**config.mk**
```make
export PLATFORM = sky130hd
export DESIGN_NAME = sodor_mem_arbiter
export DESIGN_NICKNAME = d
export VERILOG_FILES = /design/src/rtl/sodor_mem_pkg.sv /design/src/rtl/sodor_rr_arbiter.sv /design/src/rtl/sodor_mem_arbiter.sv
export SDC_FILE = /design/constraint.sdc
export NUM_CORES = 1
export LEC_CHECK = 0
export ABC_AREA = 1
export BUFFER_PORTS_ARGS = -buffer_cell sky130_fd_sc_hd__buf_2
export CORE_AREA = 3 3 132 134
export CTS_BUF_LIST = sky130_fd_sc_hd__clkbuf_4 sky130_fd_sc_hd__clkbuf_8
export CTS_CLUSTER_DIAMETER = 30
export DETAILED_ROUTE_END_ITERATION = 8
export DIE_AREA = 0 0 135 137
export SYNTH_ARGS = -nofsm -noshare
export SYNTH_HDL_FRONTEND = slang
export SYNTH_SLANG_ARGS = --single-unit
```
**constraint.sdc**
```tcl
create_clock -name clk -period 1.2 [get_ports clk]
set_input_delay 0.06 -clock clk [delete_from_list [all_inputs] [get_ports clk]]
set_output_delay 0.06 -clock clk [all_outputs]
set_load 0.005 [all_outputs]
```
**src/rtl/sodor_mem_pkg.sv**
```systemverilog
// Shared types and helpers for the Sodor memory arbiter: op-type codes, the
// port-ID width function and the response pipeline entry.
package sodor_mem_pkg;

    localparam logic OP_RD = 1'b0;
    localparam logic OP_WR = 1'b1;

    // Widest port ID needed for the supported range of 1..8 requesters.
    localparam int unsigned MAX_PORT_W = 3;

    function automatic int unsigned port_id_w(input int unsigned num_ports);
        return (num_ports <= 1) ? 1 : $clog2(num_ports);
    endfunction

    typedef struct packed {
        logic                  valid;
        logic                  op;
        logic [MAX_PORT_W-1:0] port;
    } pipe_entry_t;

endpackage

```
**src/rtl/sodor_rr_arbiter.sv**
```systemverilog
// Round-robin selector: one-hot grant of the first requester at or after ptr,
// wrapping to the lowest-numbered requester when none is found above it.
module sodor_rr_arbiter
    import sodor_mem_pkg::*;
#(
    parameter int unsigned NUM_PORTS = 2,
    parameter int unsigned PW        = port_id_w(NUM_PORTS)
) (
    input  logic [NUM_PORTS-1:0] req,
    input  logic [PW-1:0]        ptr,
    output logic [NUM_PORTS-1:0] gnt
);

    int   ptr_int;
    logic found;

    always_comb begin
        gnt     = '0;
        found   = 1'b0;
        ptr_int = int'(ptr);
        // First pass covers ports ptr..N-1; second pass wraps to 0..ptr-1.
        for (int j = 0; j < int'(NUM_PORTS); j++) begin
            if (!found && req[j] && (j >= ptr_int)) begin
                gnt[j] = 1'b1;
                found  = 1'b1;
            end
        end
        for (int j = 0; j < int'(NUM_PORTS); j++) begin
            if (!found && req[j]) begin
                gnt[j] = 1'b1;
                found  = 1'b1;
            end
        end
    end

endmodule

```
**src/rtl/sodor_mem_arbiter.sv**
```systemverilog
// Round-robin arbiter sharing one synchronous memory port among NUM_PORTS requesters.
// Define SODOR_ARB_STATS_EN to enable the saturating per-port grant counters.
module sodor_mem_arbiter
    import sodor_mem_pkg::*;
#(
    parameter int unsigned XLEN        = 32,
    parameter int unsigned NUM_PORTS   = 2,
    parameter int unsigned DEPTH_WORDS = 4096,
    parameter int unsigned RD_LAT      = 1
) (
    input  logic                          clk,
    input  logic                          rst,
    input  logic [NUM_PORTS-1:0]          req_valid,
    output logic [NUM_PORTS-1:0]          req_ready,
    input  logic [NUM_PORTS*XLEN-1:0]     req_addr,
    input  logic [NUM_PORTS*XLEN-1:0]     req_wdata,
    input  logic [NUM_PORTS-1:0]          req_wen,
    output logic [NUM_PORTS-1:0]          resp_valid,
    output logic [NUM_PORTS*XLEN-1:0]     resp_rdata,
    output logic                          mem_en,
    output logic                          mem_wen,
    output logic [$clog2(DEPTH_WORDS)-1:0] mem_addr,
    output logic [XLEN-1:0]               mem_wdata,
    input  logic [XLEN-1:0]               mem_rdata,
    output logic [NUM_PORTS*32-1:0]       stat_grants
);

    localparam int unsigned AW = $clog2(DEPTH_WORDS);
    localparam int unsigned PW = port_id_w(NUM_PORTS);

    logic [PW-1:0]        ptr_q, ptr_d, gnt_idx;
    logic [NUM_PORTS-1:0] req_live, gnt;
    logic                 any_gnt, sel_wen;
    logic [XLEN-1:0]      sel_addr, sel_wdata;
    pipe_entry_t          new_entry, head;
    pipe_entry_t          pipe_q [RD_LAT];

    // Requests are masked during reset so ready and mem_en drop immediately.
    assign req_live = req_valid & {NUM_PORTS{~rst}};

    sodor_rr_arbiter #(
        .NUM_PORTS (NUM_PORTS),
        .PW        (PW)
    ) u_rr (
        .req (req_live),
        .ptr (ptr_q),
        .gnt (gnt)
    );

    always_comb begin
        gnt_idx   = '0;
        sel_addr  = '0;
        sel_wdata = '0;
        sel_wen   = 1'b0;
        for (int i = 0; i < int'(NUM_PORTS); i++) begin
            if (gnt[i]) begin
                gnt_idx   = PW'(i);
                sel_addr  = req_addr[i*XLEN +: XLEN];
                sel_wdata = req_wdata[i*XLEN +: XLEN];
                sel_wen   = req_wen[i];
            end
        end
        any_gnt = |gnt;
        ptr_d   = ptr_q;
        if (any_gnt) begin
            ptr_d = (gnt_idx == PW'(NUM_PORTS - 1)) ? '0 : gnt_idx + 1'b1;
        end
    end

    assign req_ready = gnt;
    assign mem_en    = any_gnt;
    assign mem_wen   = any_gnt & sel_wen;
    assign mem_addr  = sel_addr[AW+1:2];
    assign mem_wdata = sel_wdata;

    always_comb begin
        new_entry       = '0;
        new_entry.valid = any_gnt;
        new_entry.op    = sel_wen ? OP_WR : OP_RD;
        new_entry.port  = MAX_PORT_W'(gnt_idx);
    end

    always_ff @(posedge clk or posedge rst) begin
        if (rst) begin
            ptr_q <= '0;
            for (int s = 0; s < int'(RD_LAT); s++) begin
                pipe_q[s] <= '0;
            end
        end else begin
            ptr_q     <= ptr_d;
            pipe_q[0] <= new_entry;
            for (int s = 1; s < int'(RD_LAT); s++) begin
                pipe_q[s] <= pipe_q[s-1];
            end
        end
    end

    assign head = pipe_q[RD_LAT-1];

    always_comb begin
        resp_valid = '0;
        resp_rdata = '0;
        for (int i = 0; i < int'(NUM_PORTS); i++) begin
            if (head.valid && (head.port == MAX_PORT_W'(i))) begin
                resp_valid[i] = 1'b1;
                if (head.op == OP_RD) begin
                    resp_rdata[i*XLEN +: XLEN] = mem_rdata;
                end
            end
        end
    end

`ifdef SODOR_ARB_STATS_EN
    logic [NUM_PORTS-1:0][31:0] cnt_q;

    always_ff @(posedge clk or posedge rst) begin
        if (rst) begin
            cnt_q <= '0;
        end else begin
            for (int i = 0; i < int'(NUM_PORTS); i++) begin
                if (gnt[i] && (cnt_q[i] != 32'hFFFF_FFFF)) begin
                    cnt_q[i] <= cnt_q[i] + 32'd1;
                end
            end
        end
    end

    assign stat_grants = cnt_q;
`else
    assign stat_grants = '0;
`endif

endmodule
```
==> results of run 1 <==
## cells by family after synthesis
logic type,after synthesis,synth area share [%]
DFF,4,5.02
and+or+nand+nor,209,52.4
AOI/OAI and AO/OA,2,0.501
other,1,0.188
buffers and inverters,140,41.9
## critical path: stages, from the launching register on
cell and delay [ns]:
dfrtp_4 0.50, buf_12 0.16, buf_8 0.15, nor3_2 0.19
buf_2 0.14
## cell usage after synthesis
master	count
buf_4	70
nor3_1	64
nand2_1	52
nand3_1	45
nand4_1	45
inv_1	39
buf_2	20
buf_1	5
dfrtp_1	4
buf_6	3
clkbuf_1	2
nand2_2	2
a21oi_1	1
conb_1	1
inv_2	1
nor2_4	1
o21ai_0	1
## worst paths after layout
| check | start | to | depth (start not counted) |
|---|---|---|---|
| worst max-delay path | head[3] | resp_rdata[11] | 4 |
| worst min-delay path | rst | head[4] | 2 |
| worst max register to register | ptr_q | head[3] | 5 |
| worst min register to register | ptr_q | ptr_q | 4 |
| max in group asynchronous | rst | head[3] | 4 |
| min in group asynchronous | rst | ptr_q | 4 |
## power by group
part / switching [mW] / internal, mW
Sequential: 0.0195 / 0.150
Combinational: 0.936 / 0.832
Clock: 0.0998 / 0.252
Total: 1.06 / 1.23
## cell usage in the layout, fill, tap and decap left out, types with 7 or more instances in the layout
| master | count |
|---|---|
| nand2_1 | 45 |
| conb_1 | 64 |
| buf_6 | 14 |
| inv_1 | 35 |
| nor3_2 | 51 |
| nand3_1 | 7 |
| buf_12 | 11 |
| clkbuf_16 | 7 |
| nand4_1 | 45 |
| nor3_4 | 12 |
| nand3_2 | 36 |
| buf_2 | 236 |
## per-layer routing
metal | routed length, um | global-route usage, % | vias up | share of wire (%)
met5 | 0 | 0 | - | 0
met4 | 170 | 2.13 | 0 | 1.4
met3 | 960 | 1.84 | 7 | 7.8
met2 | 6450 | 19.4 | 167 | 52
met1 | 4700 | 11.0 | 1510 | 38
li1 | - | - | 1588 | -
## metrics by stage
stage	cell area, um2	worst slack, ns	power (mW)
finish	4520	-0.245	2.29
detailed placement	3260	0.0114	1.29
global placement	3260	0.0161	1.29
global route	4520	-0.277	2.46
CTS	3970	-0.188	1.99
floorplan	2230	0.176	0.849
## flip-flops by register name (all words and copies together), names as in the netlist
register / cells
head: 3
ptr_q: 1
## cell type report
type                    count  share of cell area [%]
clock buffers               4                    1.08
inverters                  40                    3.54
multi-input cells         276                    43.3
flip-flops and latches      4                    2.32
well taps                 220                    6.08
repair buffers            284                    43.7
## repair_timing
action                                 in CTS  in global routing
pin swaps                                  23                 12
endpoints found under the hold margin       4                  0
setup buffers                               6                  3
setup endpoints to repair                 110                112
hold buffers                                2                  0
gates cloned                                4                 10
gates resized for setup                   102                 70
==> results_dict.tcl, run 1 <==
set metrics [dict create \
    drtPass1Iterations 4 \
    multiInputGateArea_mm2 0.00196 \
    drt_iter0_drc 94 \
    finalSetupViolations 111 \
    routed_via_density 3.95 \
    nFillCells 1764 \
    antenna_found_initial 0 \
    yosysUniqueCellTypes 17 \
    violations "setup timing" \
    drv_cap 0 \
    avgSynthCellArea_um2 5.61 \
    status "finished with violations" \
    synth_top_area_cell "buf_4" \
    gr-total-overflow 0 \
    power.density_mw_per_mm2 506 \
    fin_ws_ns -0.245 \
    start_kind "flip-flop" \
    fin_hold_ws_ns 0.148 \
    clkSinkCount 4 \
    synth_area_leaders "buf_4 26%, nor3_1 16%, nand4_1 14%" \
    synth_top_area_share_pct 26.3 \
    fin_util_pct 27.6 \
    peakVddDrop_mv 0.213 \
    rsz0062_at_grt "true" \
    io_buffers 239 \
    cts_tree "done" \
    path_class "flip-flop to primary output" \
    dieArea_mm2 0.0185 \
    drc 0 \
    grt_pass1_vias 2729 \
    clk-insertion-delay-late_ns 0.23 \
    synthesis.area_mm2 0.00200 \
    wl_per_cell_um 14.8 \
    rows 47 \
    yosysWarnings 0 \
    end_kind "primary output" \
    holdCritPathClass "input port to flip-flop" \
    root_buffer "clkbuf_8" \
    drtAntennaViolNets 0 \
    routed_wl_mm 12.3 \
    drv_slew 0 \
    leakage_nw 2.60 \
    fin_skew_ns 0.0112 \
    clkTransAtPathRegs_ns 0.05 \
    grt_max_degree 46 \
    die_x_um 135 \
    synth_cells 356 \
    initial_core_util_pct 12.2 \
    vias 3272 \
    regArea_um2 105 \
    grt_use_total_pct 9.90 \
    stdcell_count 828 \
    area_delta_synth_final_pct 127 \
    regToRegSetupSlack_ns 0.07 \
    critPathRequiredTime_ns 1.14 \
    period_needed_ns 1.44 \
    grt_first_pass_wirelength_mm 14.5 \
    hold_viol 0 \
    top_level_ports 344 \
    drive_gt1_share_pct 66.6 \
    crit_fanout 9 \
    cts_buffer_depth 2 \
    hpwl_mm 7.60 \
    nets 775 \
    coreArea_mm2 0.0164 \
    n_antenna_cell 0 \
    ys_ff_latch 4 \
    max_freq_mhz 692 \
    min_period_over_period_pct 120 \
    setup_tns_ns -19.14 \
    fp.dieH_um 137 \
    crit_arrival_ns 1.38 \
    numCtsBuffers 3 \
    gp_congestion 0.703 \
    yosysSeqAreaShare_pct 5.02 \
    htree_levels 1 \
    numPlacedInstances 799 \
]
(Power assumes the default switching activity.)
==> run 2: changes to the inputs <==
==> constraint.sdc (replaced) <==
create_clock -name clk -period 1.34 [get_ports clk]
set_input_delay 0.067 -clock clk [delete_from_list [all_inputs] [get_ports clk]]
set_output_delay 0.067 -clock clk [all_outputs]
set_load 0.005 [all_outputs]
==> run 2 against run 1 <==
  * The run still ends with setup timing left
  * Critical endpoint is now resp_rdata[49]
  * Sequential cell count stayed put
  * Global-route usage is 0.23 points higher
  * Cell count is 1.8% lower
  * Sequential power is 12% lower
  * Routed wire length is 5.1% lower
  * Utilization is 2.6 points lower
  * Design area is 9.3% lower
  * Highest routed layer unchanged
  * Critical path depth stayed put
  * Total power is 20% lower
==> results_dict.tcl, run 2 (same netlist as run 1, synthesis figures left out) <==
set metrics [dict create \
    fin_skew_ns 0.00944 \
    gp_congestion 0.704 \
    place_area_mm2 0.00326 \
    gr-total-overflow 0 \
    htree_levels 1 \
    drc 0 \
    top_level_ports 344 \
    grt_pass1_vias 2803 \
    grt_first_pass_wirelength_mm 14.8 \
    die_x_um 135 \
    reg2reg_depth 5 \
    area_delta_synth_final_pct 106 \
    wl_per_cell_um 14.3 \
    fin_hold_ws_ns 0.145 \
    routed_wl_mm 11.7 \
    p_total_mw 1.84 \
    status "finished with violations" \
    setup_tns_ns -2.72 \
    drv_cap 0 \
    rsz0062_at_grt "true" \
    worstHoldPathCells 3 \
    nets 760 \
    initial_core_util_pct 12.2 \
    crit_arrival_ns 1.37 \
    final_common_cell "buf_2" \
    cpMaxStageDelayCell "dfrtp_4" \
    drive_gt1_share_pct 60.4 \
    regToRegSetupSlack_ns 0.22 \
    routed_via_density 3.93 \
    drv_slew 0 \
    holdPathEnd "head[3]" \
    crit_fanout 5 \
    path_class "flip-flop to primary output" \
    largest_reg_flops 3 \
    violations "setup timing" \
    hpwl_mm 7.34 \
    fin_area_mm2 0.00410 \
    mostFrequentLayoutCells "239 x buf_2, 64 x conb_1, 47 x nand2_1" \
    power.density_mw_per_mm2 449 \
    drt_iter0_drc 110 \
    n_antenna_cell 0 \
    critPathRequiredTime_ns 1.27 \
    cts_tree "done" \
    clkTransAtPathRegs_ns 0.04 \
    end_kind "primary output" \
    grt_use_total_pct 10.1 \
    min_period_over_period_pct 107 \
    crit_chain "buf_12, buf_8, nor3_2, buf_2" \
    io_buffers 239 \
    cts_buffer_depth 2 \
    nFillCells 1783 \
    vias 3195 \
    numPlacedInstances 798 \
    period_needed_ns 1.44 \
    start_kind "flip-flop" \
    drtAntennaViolNets 0 \
    critical_path_buf_inv_count 3 \
    leakage_nw 2.41 \
    hold_viol 0 \
    hold_path_startpoint "req_wen[1]" \
    fp.dieH_um 137 \
    max_stage_delay_ns 0.52 \
    regArea_um2 104 \
    rows 47 \
    r2r_start "ptr_q" \
    cp_top_family "flip-flops" \
    finalSetupViolations 87 \
    clkSinkCount 4 \
    clk-insertion-delay-late_ns 0.23 \
    max_freq_mhz 694 \
    numCtsBuffers 3 \
    multiInputGateArea_mm2 0.00182 \
    stdcell_count 813 \
    holdCritPathClass "input port to flip-flop" \
    fin_ws_ns -0.100 \
    grt_max_degree 47 \
    antenna_found_initial 0 \
    coreArea_mm2 0.0164 \
    root_buffer "clkbuf_8" \
    drtPass1Iterations 4 \
    rr_endpoint "head[3]" \
    dieArea_mm2 0.0185 \
    peakVddDrop_mv 0.161 \
]
[run 2: cell count changes in the layout (fill, tap and decap cells not counted), sizes merged]
cell,before,now
buf,275,266
clkbuf,11,6
clkinv,2,0
nand2,55,54
inv,38,40
[run 2: per-stage QoR]
step	utilization, %	setup WS (ns)
finish	25.0	-0.100
detailed placement	19.9	0.0632
global route	25.0	-0.134
CTS	23.0	-0.0804
global placement	19.9	0.0633
floorplan	-	0.309
[run 2: area by class of cell]
type / count / area share [%]
timing repair buffer: 270 / 41.5
multi-input combinational: 275 / 44.4
tap: 220 / 6.71
clock buffer: 4 / 1.19
inverter: 40 / 3.66
sequential: 4 / 2.53
[run 2: what timing repair did]
item / 4_1_cts / 5_1_grt
gates cloned: 2 / 4
resized for setup: 75 / 52
hold buffers: 2 / 0
setup buffers: 4 / 0
pin swaps: 44 / 17
endpoints found under the setup margin: 97 / 110
hold endpoints to repair: 4 / 0
[run 2: how the worst max path moves through the flow]
stage               startpoint        endpoint  cells past startpoint
floorplan                ptr_q     mem_addr[0]                      4
global placement       head[3]  resp_rdata[21]                      3
detailed placement     head[3]  resp_rdata[58]                      3
CTS                    head[3]  resp_rdata[58]                      4
global route           head[3]  resp_rdata[49]                      4
finish                 head[3]  resp_rdata[49]                      4
[run 2: tightest hold or removal path, cell delays in order]
cell and delay (ns):
buf_2 0.09, nand3_2 0.07, nand2_1 0.10
[run 2: layer usage]
metal	vias to the layer above	track usage (%)	share of wire [%]
met1	1466	11.0	37
met3	4	1.80	7.5
li1	1549	-	-
met4	0	2.02	0.64
met2	176	20.4	54
met5	-	0	0
[run 2: power breakdown]
part           switching [mW]  internal (mW)  leakage, nW  total [mW]
registers              0.0154          0.134       0.0483       0.149
logic                   0.771          0.608         2.34        1.38
clock network          0.0883          0.226       0.0262       0.314
total                   0.875          0.968         2.41        1.84
==> run 3: changes to the inputs <==
--- a/config.mk
+++ b/config.mk
@@ -5,13 +5,12 @@
 export SDC_FILE = /design/constraint.sdc
 export NUM_CORES = 1
 export LEC_CHECK = 0
-export ABC_AREA = 1
 export BUFFER_PORTS_ARGS = -buffer_cell sky130_fd_sc_hd__buf_2
-export CORE_AREA = 3 3 132 134
+export CORE_AREA = 3 3 134 136
 export CTS_BUF_LIST = sky130_fd_sc_hd__clkbuf_4 sky130_fd_sc_hd__clkbuf_8
 export CTS_CLUSTER_DIAMETER = 30
 export DETAILED_ROUTE_END_ITERATION = 8
-export DIE_AREA = 0 0 135 137
+export DIE_AREA = 0 0 137 139
 export SYNTH_ARGS = -nofsm -noshare
 export SYNTH_HDL_FRONTEND = slang
 export SYNTH_SLANG_ARGS = --single-unit
==> run 3 against run 2 <==
  * Largest power group unchanged
  * Highest routed layer unchanged
  * Critical path type unchanged
  * First-iteration DRC count fell by 38%
  * Via count decreased by 5.7%
  * Routed wire length fell by 21%
  * Critical endpoint is now mem_wdata[4]
  * Critical path depth unchanged
  * The run still ends with setup timing left
  * Clock skew fell by 0.0080 ns
  * Combinational power grew 5%
  * Largest cell class unchanged
==> results_dict.tcl, run 3 <==
set metrics [dict create \
    synth_top_area_cell "nand2b_1" \
    area_delta_synth_final_pct 67.2 \
    crit_fanout 9 \
    wl_per_cell_um 11.3 \
    grt_max_degree 60 \
    synth-async-reset-ratio_pct 100 \
    drc 0 \
    rsz0062_at_grt "true" \
    yosysSeqAreaShare_pct 4.01 \
    drtAntennaViolNets 0 \
    die_x_um 137 \
    avgSynthCellArea_um2 7.10 \
    max_stage_delay_ns 0.43 \
    grt_first_pass_wirelength_mm 13.2 \
    largest_reg_flops 3 \
    busiest_layer "met2" \
    leakage_nw 2.19 \
    drv_cap 0 \
    hpwl_mm 7.49 \
    grt_use_total_pct 8.44 \
    tightestPinTransition_ns 0.516 \
    holdCritPathClass "input port to flip-flop" \
    status "finished with violations" \
    finalSetupViolations 47 \
    synthTopCellsByCount "124 x nand2b_1, 68 x nor2_1, 67 x buf_4" \
    initial_core_util_pct 14.6 \
    routed_via_density 3.69 \
    end_kind "primary output" \
    top_level_ports 344 \
    yosysMostFrequentCell "nand2b_1" \
    path_class "flip-flop to primary output" \
    fin_ws_ns -0.133 \
    htree_levels 1 \
    grt_use_met2_pct 17.2 \
    antenna_found_initial 0 \
    hold_viol 0 \
    root_buffer "clkbuf_8" \
    peakVddDrop_mv 0.257 \
    groute.layer.met1.usage_pct 8.19 \
    maxSlewHeadroom_pct 65.5 \
    cts_tree "done" \
    vias 3014 \
    violations "setup timing" \
    min_period_over_period_pct 110 \
    clk-insertion-delay-late_ns 0.21 \
    clkSinkCount 4 \
    coreArea_mm2 0.0171 \
    yosysUniqueCellTypes 17 \
    power.density_mw_per_mm2 443 \
    period_needed_ns 1.47 \
    clkTransAtPathRegs_ns 0.03 \
    numCtsBuffers 3 \
    cp_top_family "flip-flops" \
    drt_iter0_drc 68 \
    nFillCells 1905 \
    synth_top_area_share_pct 31.1 \
    critical_path_buf_inv_count 2 \
    fp.dieH_um 139 \
    grt_pass1_vias 2711 \
    drv_slew 0 \
    drtPass1Iterations 4 \
    gp_congestion 0.725 \
    synth-edff-count 0 \
    ys_ff_latch 4 \
    synth_cells 351 \
    drive_gt1_share_pct 54.8 \
    n_antenna_cell 0 \
    io_buffers 239 \
    cpMaxStageDelayCell "dfrtp_2" \
    nets 759 \
    final_common_cell "buf_2" \
    setup_tns_ns -3.58 \
    cts_buffer_depth 2 \
    critPathRequiredTime_ns 1.27 \
    multiInputGateArea_mm2 0.00211 \
    grtUsageMet3_pct 1.71 \
    crit_arrival_ns 1.41 \
    gr-total-overflow 0 \
    regArea_um2 101 \
    fin_util_pct 24.4 \
    synth_area_leaders "nand2b_1 31%, buf_4 20%, o32ai_2 19%" \
    crit_chain "a21bo_4, buf_4, o32ai_2, buf_2" \
    synthesis.area_mm2 0.00249 \
    routed_wl_mm 9.22 \
    mostFrequentLayoutCells "238 x buf_2, 124 x nand2b_1, 64 x nor2_1, 64 x conb_1, 34 x o32ai_2" \
    max_freq_mhz 679 \
    rows 48 \
    fin_skew_ns 0.00143 \
    dieArea_mm2 0.0190 \
    yosysWarnings 0 \
    start_kind "flip-flop" \
    synth_flop_cell "dfrtp_1" \
]
[run 3: repair_timing]
| item | 4_1_cts | 5_1_grt |
|---|---|---|
| endpoints found under the setup margin | 48 | 49 |
| cloned | 2 | 0 |
| pin swaps | 7 | 16 |
| setup buffers | 7 | 2 |
| hold buffers | 1 | 0 |
| hold endpoints to repair | 4 | 0 |
| gates resized for setup | 36 | 12 |
[run 3: worst paths after layout]
check	start	end	slack [ns]	cells after the start
max reg2reg	ptr_q	head[3]	0.18	4
min reg2reg	ptr_q	ptr_q	0.67	2
max in group asynchronous	rst	ptr_q	0.63	4
max	ptr_q	mem_wdata[4]	-0.13	4
min	req_valid[0]	ptr_q	0.14	2
min in group asynchronous	rst	head[0]	0.55	4
[run 3: kinds of logic after synthesis]
group                  synth area share [%]
buffers and inverters                  28.2
flip-flops                             4.01
other                                 0.150
AO/OA/AOI/OAI                          25.6
AND/OR/NAND/NOR                        42.0
[run 3: layout make-up]
class,instances,area share (%)
clock buffer,3,0.990
inverter,4,0.360
multi-input combinational,307,50.6
sequential,4,2.43
tap,225,6.75
timing repair buffer,273,38.8
[run 3: per-stage QoR]
stage / std cells / worst slack [ns] / instance area, um2 / hold slack (ns) / total power [mW]
3_3_place_gp: 801 / 0.0246 / 3740 / 0.180 / 1.33
3_5_place_dp: 801 / 0.00386 / 3740 / 0.187 / 1.35
5_1_grt: 816 / -0.171 / 4170 / 0.158 / 2.01
2_1_floorplan: 414 / 0.253 / 2730 / 0.140 / 0.969
6_report: 816 / -0.133 / 4170 / 0.135 / 1.85
4_1_cts: 814 / -0.130 / 4080 / 0.129 / 1.81
[run 3: power breakdown]
group	switching [mW]	leakage, nW	total, mW	internal (mW)
logic	0.697	2.12	1.45	0.753
clock network	0.0579	0.0216	0.249	0.191
registers	0.0122	0.0497	0.147	0.135
[run 3: layer usage]
layer / vias to the layer above / wire length [um] / part of all wire, %
li1: 1513 / - / -
met1: 1297 / 3110 / 34
met2: 196 / 4920 / 53
met3: 8 / 988 / 11
met4: 0 / 206 / 2.2
met5: - / 0 / 0
